===== config.mk =====
export PLATFORM = sky130hd
export DESIGN_NAME = riscv_irq_gateway
export DESIGN_NICKNAME = d
export VERILOG_FILES = /design/src/rtl/riscv_irq_gateway.sv
export SDC_FILE = /design/constraint.sdc
export NUM_CORES = 1
export LEC_CHECK = 0
export ABC_AREA = 1
export CAP_MARGIN = 40
export CORE_AREA = 2 2 72 74
export CTS_CLUSTER_DIAMETER = 100
export DETAILED_ROUTE_END_ITERATION = 12
export DIE_AREA = 0 0 74 76
export HOLD_SLACK_MARGIN = 0.08
export PLACE_DENSITY = 0.84
export SKIP_CTS_REPAIR_TIMING = 1
export SYNTH_ARGS = -nofsm -noshare
export SYNTH_HDL_FRONTEND = slang
export SYNTH_SLANG_ARGS = --single-unit

===== constraint.sdc =====
create_clock -name clk_i -period 5.3 [get_ports clk_i]
set_input_delay 0.53 -clock clk_i [delete_from_list [all_inputs] [get_ports clk_i]]
set_output_delay 0.53 -clock clk_i [all_outputs]
set_load 0.02 [all_outputs]

===== src/rtl/riscv_irq_gateway.sv =====
// Local interrupt gateway: per-source edge/level conditioning and masking,
// fixed or round-robin arbitration, and a claim/complete handshake with the core.
module riscv_irq_gateway #(
    parameter int NUM_SRC = 8,
    parameter int ID_W    = 3
) (
    input  logic               clk_i,
    input  logic               rst_ni,
    input  logic [NUM_SRC-1:0] src_i,
    input  logic               cfg_we_i,
    input  logic [1:0]         cfg_addr_i,
    input  logic [NUM_SRC-1:0] cfg_wdata_i,
    output logic [NUM_SRC-1:0] cfg_rdata_o,
    output logic               irq_o,
    output logic [ID_W-1:0]    irq_id_o,
    input  logic               claim_i,
    input  logic               complete_i,
    input  logic [ID_W-1:0]    complete_id_i,
    output logic               busy_o
);

    localparam logic [1:0] IDLE    = 2'd0;
    localparam logic [1:0] REQ     = 2'd1;
    localparam logic [1:0] SERVICE = 2'd2;

    localparam logic [1:0] ADDR_ENABLE  = 2'd0;
    localparam logic [1:0] ADDR_EDGE    = 2'd1;
    localparam logic [1:0] ADDR_PENDING = 2'd2;
    localparam logic [1:0] ADDR_MODE    = 2'd3;

    logic [1:0]         state_q;
    logic [NUM_SRC-1:0] enable_q;
    logic [NUM_SRC-1:0] edge_q;
    logic [NUM_SRC-1:0] pending_q;
    logic [NUM_SRC-1:0] pending_d;
    logic [NUM_SRC-1:0] src_q;
    logic               rr_q;
    logic [ID_W-1:0]    last_grant_q;

    logic [NUM_SRC-1:0] in_service_mask;
    logic [NUM_SRC-1:0] eligible;
    logic [NUM_SRC-1:0] w1c;
    logic [NUM_SRC-1:0] claim_clr;
    logic [NUM_SRC-1:0] rise;
    logic [ID_W-1:0]    winner;
    logic               found;

    assign busy_o = (state_q == SERVICE);

    always_comb begin
        in_service_mask = '0;
        if (state_q == SERVICE)
            in_service_mask[irq_id_o] = 1'b1;
    end

    assign eligible = pending_q & enable_q & ~in_service_mask;

    // Clears land before the new edge is OR-ed in, so a simultaneous edge wins.
    always_comb begin
        w1c       = '0;
        claim_clr = '0;
        if (cfg_we_i && cfg_addr_i == ADDR_PENDING)
            w1c = cfg_wdata_i;
        if (state_q == REQ && claim_i)
            claim_clr[irq_id_o] = 1'b1;
        rise      = src_i & ~src_q;
        pending_d = (edge_q & ((pending_q & ~w1c & ~claim_clr) | rise))
                  | (~edge_q & src_i);
    end

    always_comb begin
        int idx;
        idx    = 0;
        winner = '0;
        found  = 1'b0;
        for (int k = 0; k < NUM_SRC; k++) begin
            idx = rr_q ? ((int'(last_grant_q) + 1 + k) % NUM_SRC) : k;
            if (!found && eligible[idx]) begin
                winner = ID_W'(idx);
                found  = 1'b1;
            end
        end
    end

    always_comb begin
        case (cfg_addr_i)
            ADDR_ENABLE:  cfg_rdata_o = enable_q;
            ADDR_EDGE:    cfg_rdata_o = edge_q;
            ADDR_PENDING: cfg_rdata_o = pending_q;
            default:      cfg_rdata_o = {{(NUM_SRC-1){1'b0}}, rr_q};
        endcase
    end

    always_ff @(posedge clk_i) begin
        if (!rst_ni) begin
            enable_q  <= '0;
            edge_q    <= '0;
            pending_q <= '0;
            src_q     <= '0;
            rr_q      <= 1'b0;
        end else begin
            src_q     <= src_i;
            pending_q <= pending_d;
            if (cfg_we_i) begin
                case (cfg_addr_i)
                    ADDR_ENABLE: enable_q <= cfg_wdata_i;
                    ADDR_EDGE:   edge_q   <= cfg_wdata_i;
                    ADDR_MODE:   rr_q     <= cfg_wdata_i[0];
                    default:     ;
                endcase
            end
        end
    end

    // irq_id_o stays frozen through REQ and SERVICE; only IDLE picks a new winner.
    always_ff @(posedge clk_i) begin
        if (!rst_ni) begin
            state_q      <= IDLE;
            irq_o        <= 1'b0;
            irq_id_o     <= '0;
            last_grant_q <= ID_W'(NUM_SRC - 1);
        end else begin
            case (state_q)
                IDLE: begin
                    if (found) begin
                        irq_id_o <= winner;
                        irq_o    <= 1'b1;
                        state_q  <= REQ;
                    end
                end
                REQ: begin
                    if (claim_i) begin
                        irq_o        <= 1'b0;
                        last_grant_q <= irq_id_o;
                        state_q      <= SERVICE;
                    end else if (!eligible[irq_id_o]) begin
                        irq_o   <= 1'b0;
                        state_q <= IDLE;
                    end
                end
                SERVICE: begin
                    if (complete_i && complete_id_i == irq_id_o)
                        state_q <= IDLE;
                end
                default: begin
                    irq_o   <= 1'b0;
                    state_q <= IDLE;
                end
            endcase
        end
    end

endmodule


# --- Word-level counts from Yosys, hierarchy flattened ---
# Cells that the tools add are included.
op_classes:
  add_sub_neg: 8
  order_cmp: 10
  n_eq_ne: 9
  muxes: 65
  bitwise_logic: 23
  n_reduce_logical: 35
op_table:
  columns: ["operator", "n"]
  rows:
  - ["< comparator 32 x 5 -> 1 bit, second input constant", 8]
  - ["2-to-1 mux 32 bit", 8]
  - ["AND 8 bit", 7]
  - ["inverter 8 bit", 5]
  - ["2-to-1 mux 1 bit", 29]
  - ["binary-select mux 1 bit (select 3 bit)", 9]
  - ["2-to-1 mux 3 bit", 8]
  - ["2-to-1 mux 8 bit", 3]
  - ["one-hot mux 8 bit (3 select lines)", 1]
  - ["OR reduction 3 bit", 8]
  - ["bitwise OR 8 bit", 2]
  - ["adder 3 bit, second input constant", 4]
  - ["logical AND 1 bit", 11]
  - ["AND reduction 2 bit", 5]
  - ["AND 1 bit, first input constant", 8]
  - ["2-to-1 mux 2 bit", 4]
  - ["logical NOT 1 bit", 7]
  - ["adder 3 x 1 -> 3 bit, second input constant", 2]
  - ["adder 3 x 2 -> 3 bit, second input constant", 2]
  - ["equality test 2 bit, second input constant", 3]
  - ["one-hot mux 2 bit (3 select lines)", 1]
  - ["AND reduction 3 bit", 2]
  - ["equality test 2 x 1 -> 1 bit, second input constant", 2]
  - ["logical NOT 2 bit", 2]
  - ["9 further kinds", 9]
word_totals:
  ff_bits: 42
  input_bits: 26
  out_inout_bits: 13
  word_cells: 159

# --- Logic depth before layout (Yosys ltp) ---
logic_depth:
  ltp_word: 34
  ltp_mapped: 19
  ltp_nobuf: 19

# --- Worst setup path after synthesis ---
# No wires, ideal clock.
synth_timing:
  kind: "register to register"
  from: "register last_grant_q[0]"
  to: "register irq_id_o[0]"
  setup_ns: 0.114
  t_arrival_ns: 2.057
  t_required_ns: 5.186
  slack_ns: 3.129
  stages_incl_launch_ff: 17
  n_path_buf: 0
  synth_period_minus_slack_ns: 2.171
  path_cell_list: "dfxtp_1 > inv_1 > ha_1 > nor2_4 > inv_2 > nand2_1 > o21ai_1 > inv_1 > nand3_1 > nand2_1 > inv_2 > o21ai_0 > nor2_1 > nor2_1 > nand3_1 > a21oi_1 > nor2_1"
synth_via:
  elab_chain_cells: 28
  word_cells_on_any_way: 71
  cone_classes: "add/sub: 8; mux: 48; reduce/logical: 15"
synth_rtl:
  columns: ["element", "line_no", "rtl"]
  rows:
  - ["start: declaration", "38", "logic [ID_W-1:0] last_grant_q;"]
  - ["start signal: assignment", "121", "last_grant_q <= ID_W'(NUM_SRC - 1);"]
  - ["start signal: assignment", "134", "last_grant_q <= irq_id_o;"]
  - ["adder 3 x 1 -> 3 bit *", "77", "idx = rr_q ? ((int'(last_grant_q) + 1 + k) % NUM_SRC) : k;"]
  - ["branches (longest 27 deep; another with adder 3 x 1 -> 3 bit)", null, null]
  - ["end signal: assignment", "126", "irq_id_o <= winner;"]
  - ["end: declaration", "15", "output logic [ID_W-1:0] irq_id_o,"]
# Every way passes the cells marked *. The select of a mux whose other input is x is not followed.
# A chain may end at the register's enable or synchronous reset.

# --- Final worst setup path ---
layout_timing:
  from: "input port cfg_addr_i[1]"
  to: "output port cfg_rdata_o[7]"
layout_via:
  elab_chain_cells: 2
  word_cells_on_any_way: 4
  cone_classes: "eq/ne: 2; mux: 1; reduce/logical: 1"
layout_rtl:
  columns: ["element", "line_no", "rtl"]
  rows:
  - ["start: declaration", "11", "input logic [1:0] cfg_addr_i,"]
  - ["equality test 2 bit (tied with other cells)", "86", "case (cfg_addr_i)"]
  - ["one-hot mux 8 bit (3 select lines) *", "86", null]
  - ["end: declaration", "13", "output logic [NUM_SRC-1:0] cfg_rdata_o,"]
# Mark *: on every way between the ends. The rest lies on a longest branch, timed or not.

==> impl_metrics.py <==
metrics = {
    "yosys": {
        "synth-seq-area-share_pct": 30.1,
        "synth_area_um2": 2790,
        "syn-num-nets": 464,
        "yosysWarnings": 0,
        "syn_area_per_cell_um2": 6.40,
        "syn_inst": 436,
        "ys_types": 33,
        "ys_ff_latch": 42,
    },
    "sta": {
        "worst_slew_pin_slew_ps": 717,
        "drv_slew": 0,
        "finClkSkew_ps": 7.70,
        "max_freq_mhz": 325,
        "period_needed_ps": 3070,
        "totalNegativeSetupSlack_ps": 0,
        "grt_setup_unrepaired": "no",
        "final_hold_viol_count": 0,
        "finalCritPeriodShare_pct": 58.0,
        "finalSetupViolCount": 0,
        "slew-limit-headroom_pct": 52.0,
    },
    "clock_network": {
        "clock_sinks": 42,
        "clk_latency_ps": 300,
        "cts_root_buf": "clkbuf_8",
        "cts_buffers": 5,
        "clkTransAtPathRegs_ps": 90,
        "cts_tree": "yes",
        "clockBufferDepth": 2,
        "cts_max_level": 2,
    },
    "status": {
        "outcome": "completed",
    },
    "finish": {
        "nets": 500,
        "diodes": 0,
        "drive_above_1_share_pct": 9.94,
        "final_common_cell": "nand2_1",
        "final_cell_mix": "nand2_1 (120), inv_1 (57), nand3_1 (46)",
        "final_cells": 543,
        "synthToLayoutAreaGrowth_pct": 19.0,
    },
    "power": {
        "powerDensity_nw_per_um2": 234,
        "peakVddDrop_mv": 0.193,
        "p_leak_nw": 1.48,
    },
    "worst_hold_path": {
        "hold_class": "reg2reg",
    },
    "worst_setup_path": {
        "arrival_ps": 2540,
        "crit_type": "in2out",
        "worst_setup_path_end_kind": "output pin",
        "path_max_fanout": 9,
        "critical_path.cell_chain": "clkdlybuf4s50_1, inv_1, nor2_1, nand2_1, o211ai_1, clkdlybuf4s50_1",
        "start_kind": "input pin",
        "cp.required_ps": 4770,
        "worst_path_max_delay_cell": "clkdlybuf4s50_1",
        "r2r_slack_ps": 2600,
        "crit_top_cell": "clkdlybuf4s50_1",
        "cpPeakStageDelay_ps": 640,
    },
    "die": {
        "die_height_um": 76,
        "io_pins": 39,
        "die_w_um": 74,
        "core-area_um2": 4910,
        "dieArea_um2": 5620,
        "initial_core_util_pct": 56.8,
        "num_rows": 26,
    },
    "routing": {
        "viasPerCell": 5.54,
        "wirelength_um": 7370,
        "route.detailed.drc": 0,
        "num_vias": 3010,
        "wl_per_cell_um": 13.6,
        "drtPass1Iterations": 6,
        "antenna_left": 0,
        "drt_iter0_drc": 252,
    },
    "grt": {
        "grt_pass1_vias": 2762,
        "grt_use_total_pct": 28.2,
        "grt_start_max_net_pins": 21,
        "grt-ovfl-total": 0,
        "antenna_found_initial": 0,
        "grt_pass1_wl_um": 12800,
    },
    "place": {
        "routabilityCongestion": 0.945,
        "numPortBuffers": 38,
        "place_hpwl_um": 5730,
        "place_inst": 535,
    },
    "run": {
        "drv_cap": 0,
    },
}
## state kept, by name, summed over array words and instances, names as in the netlist
signal / count
src_q: 8
pending_q: 8
irq_id_o: 3
last_grant_q: 3
rr_q: 1
edge_q: 8
enable_q: 8
irq_o: 1
state_q: 2
## power by group
part | total [W] | switching [W] | leakage (nW) | internal [W]
clock | 0.000219 | 0.000124 | 0.0447 | 0.0000952
combinational | 0.000196 | 0.000119 | 1.09 | 0.0000767
sequential | 0.000361 | 0.0000232 | 0.346 | 0.000338
total | 0.000776 | 0.000266 | 1.48 | 0.000510
## stage by stage
step,setup WS [ps],utilization [%],hold slack [ps],area [um2],power [W]
2_1_floorplan,3130,-,445,2790,0.000496
3_3_place_gp,2260,65.4,451,3210,0.000556
3_5_place_dp,2220,65.7,467,3230,0.000562
4_1_cts,2210,67.6,489,3320,0.000778
5_1_grt,2080,67.6,514,3320,0.000819
6_report,2230,67.6,483,3320,0.000776
## final cells by class
class / instances / area [um2]
clock buffer: 5 / 68.8
clock inverter: 3 / 25.0
fill: 434 / 1590
inverter: 64 / 240
multi-input combinational: 319 / 1660
sequential: 42 / 841
tap: 70 / 87.6
timing repair buffer: 40 / 403
## routing by layer
| layer | part of all wire, % | track usage, % | vias up |
|---|---|---|---|
| met5 | 0 | 0 | - |
| met4 | 1.1 | 4.36 | 0 |
| met3 | 5.0 | 4.76 | 11 |
| met2 | 46 | 45.4 | 98 |
| met1 | 47 | 40.1 | 1390 |
| li1 | - | - | 1511 |
## synthesized netlist by cell type
cell type / count / area [um2]
xnor2_1: 1 / 8.76
nor2_1: 37 / 139
o211ai_1: 13 / 97.6
a22oi_1: 2 / 15.0
nor2_4: 5 / 56.3
buf_2: 1 / 5.00
o2111ai_1: 4 / 35.0
a21boi_0: 1 / 7.51
buf_4: 1 / 7.51
a21oi_2: 1 / 8.76
ha_1: 2 / 25.0
buf_6: 1 / 11.3
nand2_1: 120 / 450
o21ai_0: 26 / 130
inv_1: 57 / 214
o21a_1: 2 / 15.0
nand2_4: 3 / 33.8
nor3_1: 3 / 15.0
nand4_4: 1 / 21.3
inv_2: 7 / 26.3
nand3_2: 12 / 120
o31ai_1: 2 / 15.0
clkbuf_1: 8 / 30.0
nand3_1: 46 / 230
a21oi_1: 18 / 90.1
o21ai_1: 3 / 15.0
nand4_1: 6 / 37.5
a2111oi_0: 2 / 17.5
nand2_2: 5 / 31.3
nor2_8: 1 / 20.0
a32oi_1: 1 / 8.76
dfxtp_1: 42 / 841
nor2_2: 2 / 12.5
## worst max-delay path: cells and delay by family
kind | cells | cell delay, ps
compound gates | 1 | 130
simple gates | 2 | 640
buf+inv | 3 | 1240
## final timing paths
kind         cells after the start              to            start
max                              6  cfg_rdata_o[7]    cfg_addr_i[1]
min                              3    pending_q[3]         src_q[3]
max reg2reg                     16     irq_id_o[0]  last_grant_q[0]
min reg2reg                      3    pending_q[3]         src_q[3]
## kinds of logic after synthesis
group                      share of synthesized area [%]
AOI/OAI and AO/OA                                   16.3
buffers and inverters                               10.5
xor gates and xnor gates                           0.314
adders and majority gates                          0.896
and+or+nand+nor                                     41.8
DFF                                                 30.1
Note: power is estimated with default switching activity, not from simulation.
